**src/rtl/pipemem_stage.sv**
```systemverilog
// MEM stage of the 5-stage pipeline: data-memory access over a req/ack bus plus the MEM/WB register.
// Holds upstream stages with mem_stall while an access is outstanding; flags misalignment and timeout.
module pipemem_stage #(
   parameter int unsigned TIMEOUT = 16,
   parameter int unsigned CNT_W   = 5
) (
   input  logic        clock,
   input  logic        reset,
   input  logic        mwreg,
   input  logic        mm2reg,
   input  logic        mwmem,
   input  logic [31:0] malu,
   input  logic [31:0] mb,
   input  logic [4:0]  mrn,
   output logic        mem_stall,
   output logic        dmem_req,
   output logic        dmem_we,
   output logic [31:0] dmem_addr,
   output logic [31:0] dmem_wdata,
   input  logic [31:0] dmem_rdata,
   input  logic        dmem_ack,
   output logic        wwreg,
   output logic        wm2reg,
   output logic [31:0] walu,
   output logic [31:0] wmo,
   output logic [4:0]  wrn,
   output logic [1:0]  err_code
);

   typedef enum logic [1:0] {StIdle, StBusy, StDone} state_e;

   state_e             state_q, state_d;
   logic [CNT_W-1:0]   cnt_q, cnt_d;
   logic               req_q, req_d, we_q, we_d;
   logic [31:0]        addr_q, addr_d, wdata_q, wdata_d;
   logic [31:0]        data_q, data_d;
   logic               tout_q, tout_d;
   logic               wwreg_q, wwreg_d, wm2reg_q, wm2reg_d;
   logic [31:0]        walu_q, walu_d, wmo_q, wmo_d;
   logic [4:0]         wrn_q, wrn_d;
   logic [1:0]         err_q, err_d;
   logic               memop, aligned, timeout_hit;

   assign memop       = mm2reg | mwmem;
   assign aligned     = (malu[1:0] == 2'b00);
   assign timeout_hit = (TIMEOUT != 0) && (32'(cnt_q) == TIMEOUT - 1);

   always_comb begin
      state_d   = state_q;
      cnt_d     = cnt_q;
      req_d     = req_q;
      we_d      = we_q;
      addr_d    = addr_q;
      wdata_d   = wdata_q;
      data_d    = data_q;
      tout_d    = tout_q;
      wwreg_d   = wwreg_q;
      wm2reg_d  = wm2reg_q;
      walu_d    = walu_q;
      wmo_d     = wmo_q;
      wrn_d     = wrn_q;
      err_d     = err_q;
      mem_stall = 1'b0;
      unique case (state_q)
         StIdle: begin
            if (memop && aligned) begin
               mem_stall = 1'b1;
               req_d     = 1'b1;
               we_d      = mwmem;
               addr_d    = malu;
               wdata_d   = mb;
               cnt_d     = '0;
               state_d   = StBusy;
            end else begin
               // A misaligned memop is squashed: no write-back, error flagged.
               wwreg_d  = memop ? 1'b0 : mwreg;
               wm2reg_d = memop ? 1'b0 : mm2reg;
               walu_d   = malu;
               wmo_d    = '0;
               wrn_d    = mrn;
               err_d    = memop ? 2'b01 : 2'b00;
            end
         end
         StBusy: begin
            mem_stall = 1'b1;
            cnt_d     = cnt_q + CNT_W'(1);
            if (dmem_ack) begin
               req_d   = 1'b0;
               data_d  = mwmem ? 32'd0 : dmem_rdata;
               tout_d  = 1'b0;
               state_d = StDone;
            end else if (timeout_hit) begin
               req_d   = 1'b0;
               data_d  = '0;
               tout_d  = 1'b1;
               state_d = StDone;
            end
         end
         StDone: begin
            state_d = StIdle;
            walu_d  = malu;
            wrn_d   = mrn;
            if (tout_q) begin
               wwreg_d  = 1'b0;
               wm2reg_d = 1'b0;
               wmo_d    = '0;
               err_d    = 2'b10;
            end else begin
               wwreg_d  = mwreg;
               wm2reg_d = mm2reg;
               wmo_d    = data_q;
               err_d    = 2'b00;
            end
         end
         default: state_d = StIdle;
      endcase
   end

   always_ff @(posedge clock) begin
      if (reset) begin
         state_q  <= StIdle;
         cnt_q    <= '0;
         req_q    <= 1'b0;
         we_q     <= 1'b0;
         addr_q   <= '0;
         wdata_q  <= '0;
         data_q   <= '0;
         tout_q   <= 1'b0;
         wwreg_q  <= 1'b0;
         wm2reg_q <= 1'b0;
         walu_q   <= '0;
         wmo_q    <= '0;
         wrn_q    <= '0;
         err_q    <= '0;
      end else begin
         state_q  <= state_d;
         cnt_q    <= cnt_d;
         req_q    <= req_d;
         we_q     <= we_d;
         addr_q   <= addr_d;
         wdata_q  <= wdata_d;
         data_q   <= data_d;
         tout_q   <= tout_d;
         wwreg_q  <= wwreg_d;
         wm2reg_q <= wm2reg_d;
         walu_q   <= walu_d;
         wmo_q    <= wmo_d;
         wrn_q    <= wrn_d;
         err_q    <= err_d;
      end
   end

   assign dmem_req   = req_q;
   assign dmem_we    = we_q;
   assign dmem_addr  = addr_q;
   assign dmem_wdata = wdata_q;
   assign wwreg      = wwreg_q;
   assign wm2reg     = wm2reg_q;
   assign walu       = walu_q;
   assign wmo        = wmo_q;
   assign wrn        = wrn_q;
   assign err_code   = err_q;

endmodule
```
**config.mk**
```make
export PLATFORM = sky130hd
export DESIGN_NAME = pipemem_stage
export DESIGN_NICKNAME = d
export VERILOG_FILES = /design/src/rtl/pipemem_stage.sv
export SDC_FILE = /design/constraint.sdc
export NUM_CORES = 1
export LEC_CHECK = 0
export BUFFER_PORTS_ARGS = -buffer_cell sky130_fd_sc_hd__buf_4
export CAP_MARGIN = 20
export CELL_PAD_IN_SITES_DETAIL_PLACEMENT = 1
export CELL_PAD_IN_SITES_GLOBAL_PLACEMENT = 2
export CORE_ASPECT_RATIO = 1.2
export CORE_MARGIN = 3
export CORE_UTILIZATION = 27
export CTS_CLUSTER_DIAMETER = 30
export DETAILED_ROUTE_END_ITERATION = 6
export PLACE_DENSITY_LB_ADDON = 0.1
export SYNTH_ARGS = -nofsm -noshare
export SYNTH_HDL_FRONTEND = slang
export SYNTH_SLANG_ARGS = --single-unit
```
**constraint.sdc**
```tcl
create_clock -name clock -period 2.47 [get_ports clock]
set_clock_uncertainty 0.15 [all_clocks]
set_input_delay 0.3705 -clock clock [delete_from_list [all_inputs] [get_ports clock]]
set_output_delay 0.3705 -clock clock [all_outputs]
set_load 0.1 [all_outputs]
```
# After elaboration in Yosys (flattened, before gate mapping)
# Index checks and enable logic that the tools add are counted.
[totals] out_inout_bits=140 wordCells=70 regBits=179
[classes] bitwise=1 n_mux=36 eq_ne=6 addsub=1 reduce_logical=12
[op_table] operator="2-to-1 mux 32 bit" n=6
[op_table] operator="case mux 32 bit (2 select lines)" n=2
[op_table] operator="case mux 5 bit (2 select lines)" n=2
[op_table] operator="2-to-1 mux 1 bit" n=13
[op_table] operator="2-to-1 mux 2 bit" n=5
[op_table] operator="2-to-1 mux 5 bit" n=2
[op_table] operator="AND reduction 2 bit" n=5
[op_table] operator="case mux 1 bit (2 select lines)" n=4
[op_table] operator="case mux 2 bit (2 select lines)" n=2
[op_table] operator="nonzero test 2 bit" n=3
[op_table] operator="adder 5 x 1 -> 5 bit, second input constant" n=1
[op_table] operator="== test 5 x 4 -> 1 bit, second input constant" n=1
[op_table] operator="zero test 2 bit" n=2
[op_table] operator="!= test 2 bit, second input constant" n=2
[op_table] operator="!= test 3 bit, second input constant" n=1
[op_table] operator="AND reduction 3 bit" n=1
[op_table] operator="== test 2 x 1 -> 1 bit, second input constant" n=1
[op_table] operator="== test 2 bit, second input constant" n=1
[op_table] operator="logical AND 1 bit" n=1
[op_table] operator="bitwise OR 1 bit" n=1

# Depth between registers and ports, before layout
# Gate-level depths: netlist of the first run.
[logic_depth] ltp_word=4 depth_mapped=8 ltp_nobuf=6

# Worst setup path before layout of the first run
# OpenSTA, ideal clock, no wires.
[synth_path] kind="input -> output" from="in malu[0]" to="out mem_stall" required_time_ns=1.949 setup_slack_ns=-0.273 arrival_ns=2.222 stages=4 cell_sequence="nor2_2 -> a31oi_4 -> buf_4 -> nor2_1"
[synth_between] elab_chain_cells=4
[synth_rtl] element="start, declared" line_no="12" rtl="input logic [31:0] malu,"
[synth_rtl] element="zero test 2 bit" line_no="45" rtl="assign aligned = (malu[1:0] == 2'b00);"
[synth_rtl] element="logical AND 1 bit" line_no="66" rtl="if (memop && aligned) begin"
[synth_rtl] element="2-to-1 mux 1 bit" line_no="66"
[synth_rtl] element="case mux 1 bit (2 select lines)" line_no="64" rtl="unique case (state_q)"
[synth_rtl] element="end, declared" line_no="15" rtl="output logic mem_stall,"
# Every way passes these cells.

# Worst setup path in the final report of the first run
[layout_path] from="reg state_q[1]" to="out mem_stall"
[layout_between] elab_chain_cells=2
[layout_rtl] element="start, declared" line_no="32" rtl="state_e state_q, state_d;"
[layout_rtl] element="start signal, assigned" line_no="121" rtl="state_q <= StIdle;"
[layout_rtl] element="start signal, assigned" line_no="136" rtl="state_q <= state_d;"
[layout_rtl] element="== test 2 x 1 -> 1 bit / zero test 2 bit (equally long branches)" line_no="64"
[layout_rtl] element="case mux 1 bit (2 select lines) *" line_no="64"
# Every way passes the cells marked *; elsewhere a longest branch is shown, timed or not.

==> flow_metrics.env, run 1 <==
export IMPL_status="finished clean"
export IMPL_r2r_end="data_q[7]"
export IMPL_cts_tree="yes"
export IMPL_die_h_um=170
export IMPL_wl_met1_um=8430
export IMPL_hp_start="dmem_rdata[18]"
export IMPL_worst_path_max_fanout=11
export IMPL_wl_met2_um=10100
export IMPL_p_leak_uw=0.00387
export IMPL_hold_viol_final=0
export IMPL_wl_met3_um=1430
export IMPL_clock_sinks=179
export IMPL_syn_inst=653
export IMPL_reg2reg_depth=7
export IMPL_grt_pass1_vias=5848
export IMPL_peakVddDrop_uv=447
export IMPL_ctsLongestPathBuffers=2
export IMPL_drtPass1Iterations=4
export IMPL_syn_area_sq_um=6080
export IMPL_grt_overflow=0
export IMPL_r2r_start="cnt_q[0]"
export IMPL_yosys_warnings=0
export IMPL_cts_buffers=17
export IMPL_layout_drive_gt1_share=0.333
export IMPL_multi_input_area_sq_um=2220
export IMPL_ys_ff_latch=179
export IMPL_nets=1006
export IMPL_rows=59
export IMPL_path_clk_slew_ps=70
export IMPL_fin_ws_ps=247
export IMPL_hpwl_um=14000
export IMPL_slowest_delay_ps=570
export IMPL_place_ws_ps=213
export IMPL_via_per_inst=4.67
export IMPL_die_area_sq_um=24300
export IMPL_timing_final_max_slew_violations=0
export IMPL_yosysSeqAreaShare=0.590
export IMPL_worst_setup_path_start_kind="register"
export IMPL_synth_cell_type_count=39
export IMPL_die_w_um=143
export IMPL_grt_max_degree=82
export IMPL_hold_path_endpoint="data_q[18]"
export IMPL_syn2layout_area_growth_pct=47.3
export IMPL_fill_cells=2527
export IMPL_syn_area_per_cell_sq_um=9.30
export IMPL_cts_resized=0
export IMPL_endpoint_kind="primary output"
export IMPL_max_freq_mhz=450
export IMPL_first_iter_violations=206
export IMPL_vias=5535
export IMPL_syn_nets=762
export IMPL_maxCapViolCount=0
export IMPL_worstSetupPathType="reg -> out"
export IMPL_clock_latency_ps=410
export IMPL_timing_slew_headroom=0.356
export IMPL_wl_um=20300
export IMPL_fin_crit_sh=0.900
export IMPL_crit_path_cell_trace="inv_2 -> a31oi_4 -> nor2_2 -> buf_4"
export IMPL_cts_root_buf="clkbuf_16"
export IMPL_worstPathRequired_ps=1950
export IMPL_port_buffers=246
export IMPL_core_area_sq_um=21900
export IMPL_slowest_stage="dfxtp_1"
export IMPL_r2r_slack_ps=430
export IMPL_gp_congestion=0.742
export IMPL_hold_path_class="in -> reg"
export IMPL_finalSetupViolations=0
export IMPL_yosys_area_top_type_share=0.590
export IMPL_cts_max_level=4
export IMPL_min_period_ps=2220
export IMPL_io_pins=247
export IMPL_grt_pass1_wl_um=31600
export IMPL_start_util=0.277
export IMPL_synth_top_area_cell="dfxtp_1"
export IMPL_post_drt_wl_per_cell_um=17.1
export IMPL_whs_path_depth=2
export IMPL_rsz0062_at_grt="false"
export IMPL_ant_nets=0
export IMPL_antenna_found_initial=1
export IMPL_power_density_nw_per_um2=810
export IMPL_highest_layer="met4"
export IMPL_post_dp_cell_area_sq_um=8120
export IMPL_fin_hold_ws_ps=22.8
export IMPL_crit_arrival_ps=1700
export IMPL_track_usage=0.164
export IMPL_setup_tns_ps=0
export IMPL_ff_latch_area_sq_um=3580
export IMPL_stdcell_area_sq_um=8950
export IMPL_netlist_top_cells_area="dfxtp_1 (59%), nand2_1 (12%), a22o_1 (9.4%)"
export IMPL_drcViolationCount=0
export IMPL_worstMarginPinSlew_ps=965
-- sequential cells by signal, indices dropped and copies added, names as in the netlist --
signal	count
data_q	32
wwreg	1
cnt_q	5
walu	32
dmem_we	1
wrn	5
state_q	2
wmo	32
tout_q	1
dmem_addr	32
dmem_req	1
dmem_wdata	32
wm2reg	1
err_code	2
-- layout by cell type, fill, tap and decap left out, drive strengths merged, types with 3 or more instances in the layout --
cell type | Yosys | layout
a21oi | 104 | 104
a22o | 65 | 65
buf | 39 | 257
bufinv | 0 | 3
clkbuf | 12 | 18
clkinv | 0 | 3
clkinvlp | 0 | 3
dfxtp | 179 | 179
dlygate4sd3 | 0 | 19
inv | 3 | 8
nand2 | 201 | 201
nand3 | 3 | 3
nor2 | 15 | 15
o21ai | 4 | 4
-- cells in the mapped netlist, drive strengths merged --
library cell	number
nand2	201
or2	1
a211oi	1
o22ai	1
a22o	65
nand2b	1
and4	1
mux2i	1
a32oi	1
o31ai	1
a21oi	104
nand3	3
a31o	1
o21ai	4
inv	3
and2b	1
a31oi	1
buf	39
o31a	1
nor3b	2
nand4	1
nor3	2
clkbuf	12
nor2b	1
a311oi	1
a22oi	2
and3	2
mux2	2
dfxtp	179
ha	2
nor2	15
and2	1
-- area by class of cell --
cell class | instances | share of cell area
Sequential cell | 179 | 0.401
Multi-Input combinational cell | 420 | 0.248
Timing Repair Buffer | 276 | 0.241
Clock buffer | 18 | 0.0491
Tap cell | 274 | 0.0383
Clock inverter | 14 | 0.0218
Inverter | 3 | 0.00126
Antenna cell | 1 | 0.000280
-- per-layer routing --
metal / GRT usage / vias up
met5: 0 / -
met4: 0.0575 / 0
met3: 0.0545 / 20
met2: 0.282 / 154
met1: 0.189 / 2659
li1: - / 2702
-- cells by family (layout without fill, tap and decap cells) --
logic type      after synthesis  count (layout)  share of synthesized area
simple gates                232             232                      0.153
compound gates              183             183                      0.199
flops                       179             179                      0.590
buf+inv                      54             311                     0.0490
mux                           3               3                    0.00535
fa+ha+maj                     2               2                    0.00412
other cells                   0               1                          0
-- power by group --
group          switching (uW)  total [uW]  internal, uW
logic                     989        1320           334
clock network            1220        2880          1660
registers                58.9        3050          2990
total                    2270        7250          4980
-- worst max-delay path, delay by kind of cell, from the launching register on --
| family | cells | cell delay, ps |
|---|---|---|
| flops | 1 | 570 |
| compound gates | 1 | 210 |
| buf+inv | 2 | 420 |
| simple gates | 1 | 80 |
-- how the worst max path moves through the flow --
| stage | from | end | slack (ps) | depth (start not counted) |
|---|---|---|---|---|
| CTS | state_q[1] | mem_stall | 220 | 4 |
| floorplan | malu[0] | mem_stall | 220 | 4 |
| global placement | mwmem | walu[17] | 310 | 5 |
| global route | state_q[1] | mem_stall | 90 | 4 |
| finish | state_q[1] | mem_stall | 250 | 4 |
| detailed placement | mwmem | walu[0] | 210 | 5 |
-- what timing repair did --
item	4_1_cts	5_1_grt
hold endpoints to repair	19	0
hold buffers	19	0
setup endpoints to repair	0	0
buffers inserted	0	0
-- stage by stage --
| stage | std cells | total power (uW) | util |
|---|---|---|---|
| 2_1_floorplan | 653 | 4030 | - |
| 3_3_place_gp | 1133 | 4410 | 0.370 |
| 3_5_place_dp | 1133 | 4430 | 0.370 |
| 4_1_cts | 1184 | 7370 | 0.408 |
| 5_1_grt | 1185 | 7550 | 0.408 |
| 6_report | 1185 | 7250 | 0.408 |
Note: power is estimated with default switching activity, not from simulation.
==> run 2: changes to the inputs <==
--- a/config.mk
+++ b/config.mk
@@ -14,7 +14,9 @@
 export CORE_UTILIZATION = 27
 export CTS_CLUSTER_DIAMETER = 30
 export DETAILED_ROUTE_END_ITERATION = 6
+export GPL_TIMING_DRIVEN = 1
 export PLACE_DENSITY_LB_ADDON = 0.1
+export REMOVE_ABC_BUFFERS = 1
 export SYNTH_ARGS = -nofsm -noshare
 export SYNTH_HDL_FRONTEND = slang
 export SYNTH_SLANG_ARGS = --single-unit
==> flow_metrics.env, run 2 (synthesis gave the netlist of run 1 again) <==
export IMPL_endpoint_kind="primary output"
export IMPL_post_drt_wl_per_cell_um=16.9
export IMPL_cts_root_buf="clkbuf_16"
export IMPL_p_leak_uw=0.00394
export IMPL_post_cts_buffers=0
export IMPL_via_per_inst=4.62
export IMPL_crit_arrival_ps=1700
export IMPL_worstPathRequired_ps=1950
export IMPL_hold_viol_final=0
export IMPL_rows=59
export IMPL_r2r_end="walu[4]"
export IMPL_die_w_um=143
export IMPL_hold_path_class="in -> reg"
export IMPL_r2r_slack_ps=450
export IMPL_hp_start="mb[12]"
export IMPL_hold_path_endpoint="dmem_wdata[12]"
export IMPL_timing_slew_headroom=0.357
export IMPL_io_pins=247
export IMPL_ant_nets=0
export IMPL_worst_path_max_fanout=11
export IMPL_wl_um=20200
export IMPL_hpwl_um=14000
export IMPL_worstSetupPathType="reg -> out"
export IMPL_clock_latency_ps=430
export IMPL_rsz0062_at_grt="false"
export IMPL_grt_max_degree=112
export IMPL_first_iter_violations=229
export IMPL_vias=5535
export IMPL_gp_congestion=0.738
export IMPL_timing_final_max_slew_violations=0
export IMPL_drcViolationCount=0
export IMPL_layout_commonest_cell="buf_4"
export IMPL_fin_util=0.415
export IMPL_fin_ws_ps=249
export IMPL_min_period_ps=2220
export IMPL_finalSetupViolations=0
export IMPL_whs_path_depth=3
export IMPL_worstMarginPinSlew_ps=964
export IMPL_die_area_sq_um=24300
export IMPL_mostFrequentLayoutCells="buf_4 (250), nand2_1 (201), dfxtp_1 (179)"
export IMPL_drtPass1Iterations=4
export IMPL_fin_crit_sh=0.899
export IMPL_max_freq_mhz=450
export IMPL_cts_buffers=17
export IMPL_port_buffers=246
export IMPL_cts_tree="yes"
export IMPL_die_h_um=170
export IMPL_cts_max_level=4
export IMPL_reg2reg_depth=4
export IMPL_grt_pass1_wl_um=31300
export IMPL_status="finished clean"
export IMPL_diodes=0
export IMPL_r2r_start="state_q[1]"
export IMPL_grt_overflow=0
export IMPL_grt_pass1_vias=5750
export IMPL_worst_setup_path_start_kind="register"
export IMPL_maxCapViolCount=0
export IMPL_antenna_found_initial=0
export IMPL_syn2layout_area_growth_pct=49.7
export IMPL_clock_sinks=179
export IMPL_power_density_nw_per_um2=782
export IMPL_ctsLongestPathBuffers=2
export IMPL_place_ws_ps=197
export IMPL_peakVddDrop_uv=467
export IMPL_core_area_sq_um=21900
export IMPL_path_clk_slew_ps=80
export IMPL_setup_tns_ps=0
export IMPL_layout_drive_gt1_share=0.326
export IMPL_start_util=0.277
export IMPL_power_uw=7110
export IMPL_track_usage=0.162
export IMPL_nets=1020
run 2: changes by cell type in the layout (fill, tap and decap cells not counted), moves of 2 or more:
cell	before	now
clkinv_8	1	6
buf_12	3	6
bufinv_16	3	0
clkinv_4	2	0
dlygate4sd3_1	19	34
inv_6	3	5
buf_4	254	250
clkinvlp_4	3	1
run 2: where the power goes:
| part | internal [uW] | switching, uW |
|---|---|---|
| sequential | 2990 | 57.2 |
| combinational | 356 | 994 |
| clock | 1380 | 1350 |
run 2: cell type report:
| type | count | area (sq um) |
|---|---|---|
| multi-input cells | 420 | 2210 |
| clock buffers | 17 | 425 |
| repair buffers | 290 | 2340 |
| inverters | 3 | 11.3 |
| well taps | 274 | 343 |
| clock inverters | 15 | 183 |
| flip-flops and latches | 179 | 3580 |
| fillers | 2516 | 12800 |
run 2: what timing repair did:
action | 4_1_cts | 5_1_grt
endpoints found under the hold margin | 34 | 0
gates resized for setup | 0 | 0
hold buffers | 34 | 0
run 2: stage by stage:
| stage | instances | area (sq um) | hold WS (ps) |
|---|---|---|---|
| 2_1_floorplan | 602 | 5790 | 290 |
| 3_3_place_gp | 1132 | 8150 | 292 |
| 3_5_place_dp | 1132 | 8150 | 299 |
| 4_1_cts | 1198 | 9100 | 4.20 |
| 5_1_grt | 1198 | 9100 | 22.5 |
| 6_report | 1198 | 9100 | 34.2 |
run 2: per-layer routing:
| metal | routed length [um] | up-vias | share of wire | track usage |
|---|---|---|---|---|
| met2 | 9550 | 188 | 0.47 | 0.266 |
| met4 | 393 | 0 | 0.019 | 0.0570 |
| met1 | 8640 | 2592 | 0.43 | 0.199 |
| met5 | 0 | - | 0 | 0 |
| met3 | 1640 | 25 | 0.081 | 0.0554 |
| li1 | - | 2730 | - | - |
run 2: worst max path at each step:
stage / endpoint / slack [ps] / cells past startpoint / from
2_1_floorplan: mem_stall / -400 / 3 / malu[0]
3_3_place_gp: wrn[0] / 250 / 5 / malu[0]
3_5_place_dp: walu[18] / 200 / 5 / malu[0]
4_1_cts: mem_stall / 210 / 4 / state_q[1]
5_1_grt: mem_stall / 140 / 4 / state_q[1]
6_report: mem_stall / 250 / 4 / state_q[1]
run 2: critical path, cell delays in order, from the launching register on:
cell	delay (ps)
dfxtp_1	570
inv_2	160
a31oi_4	200
nor2_1	90
buf_4	260
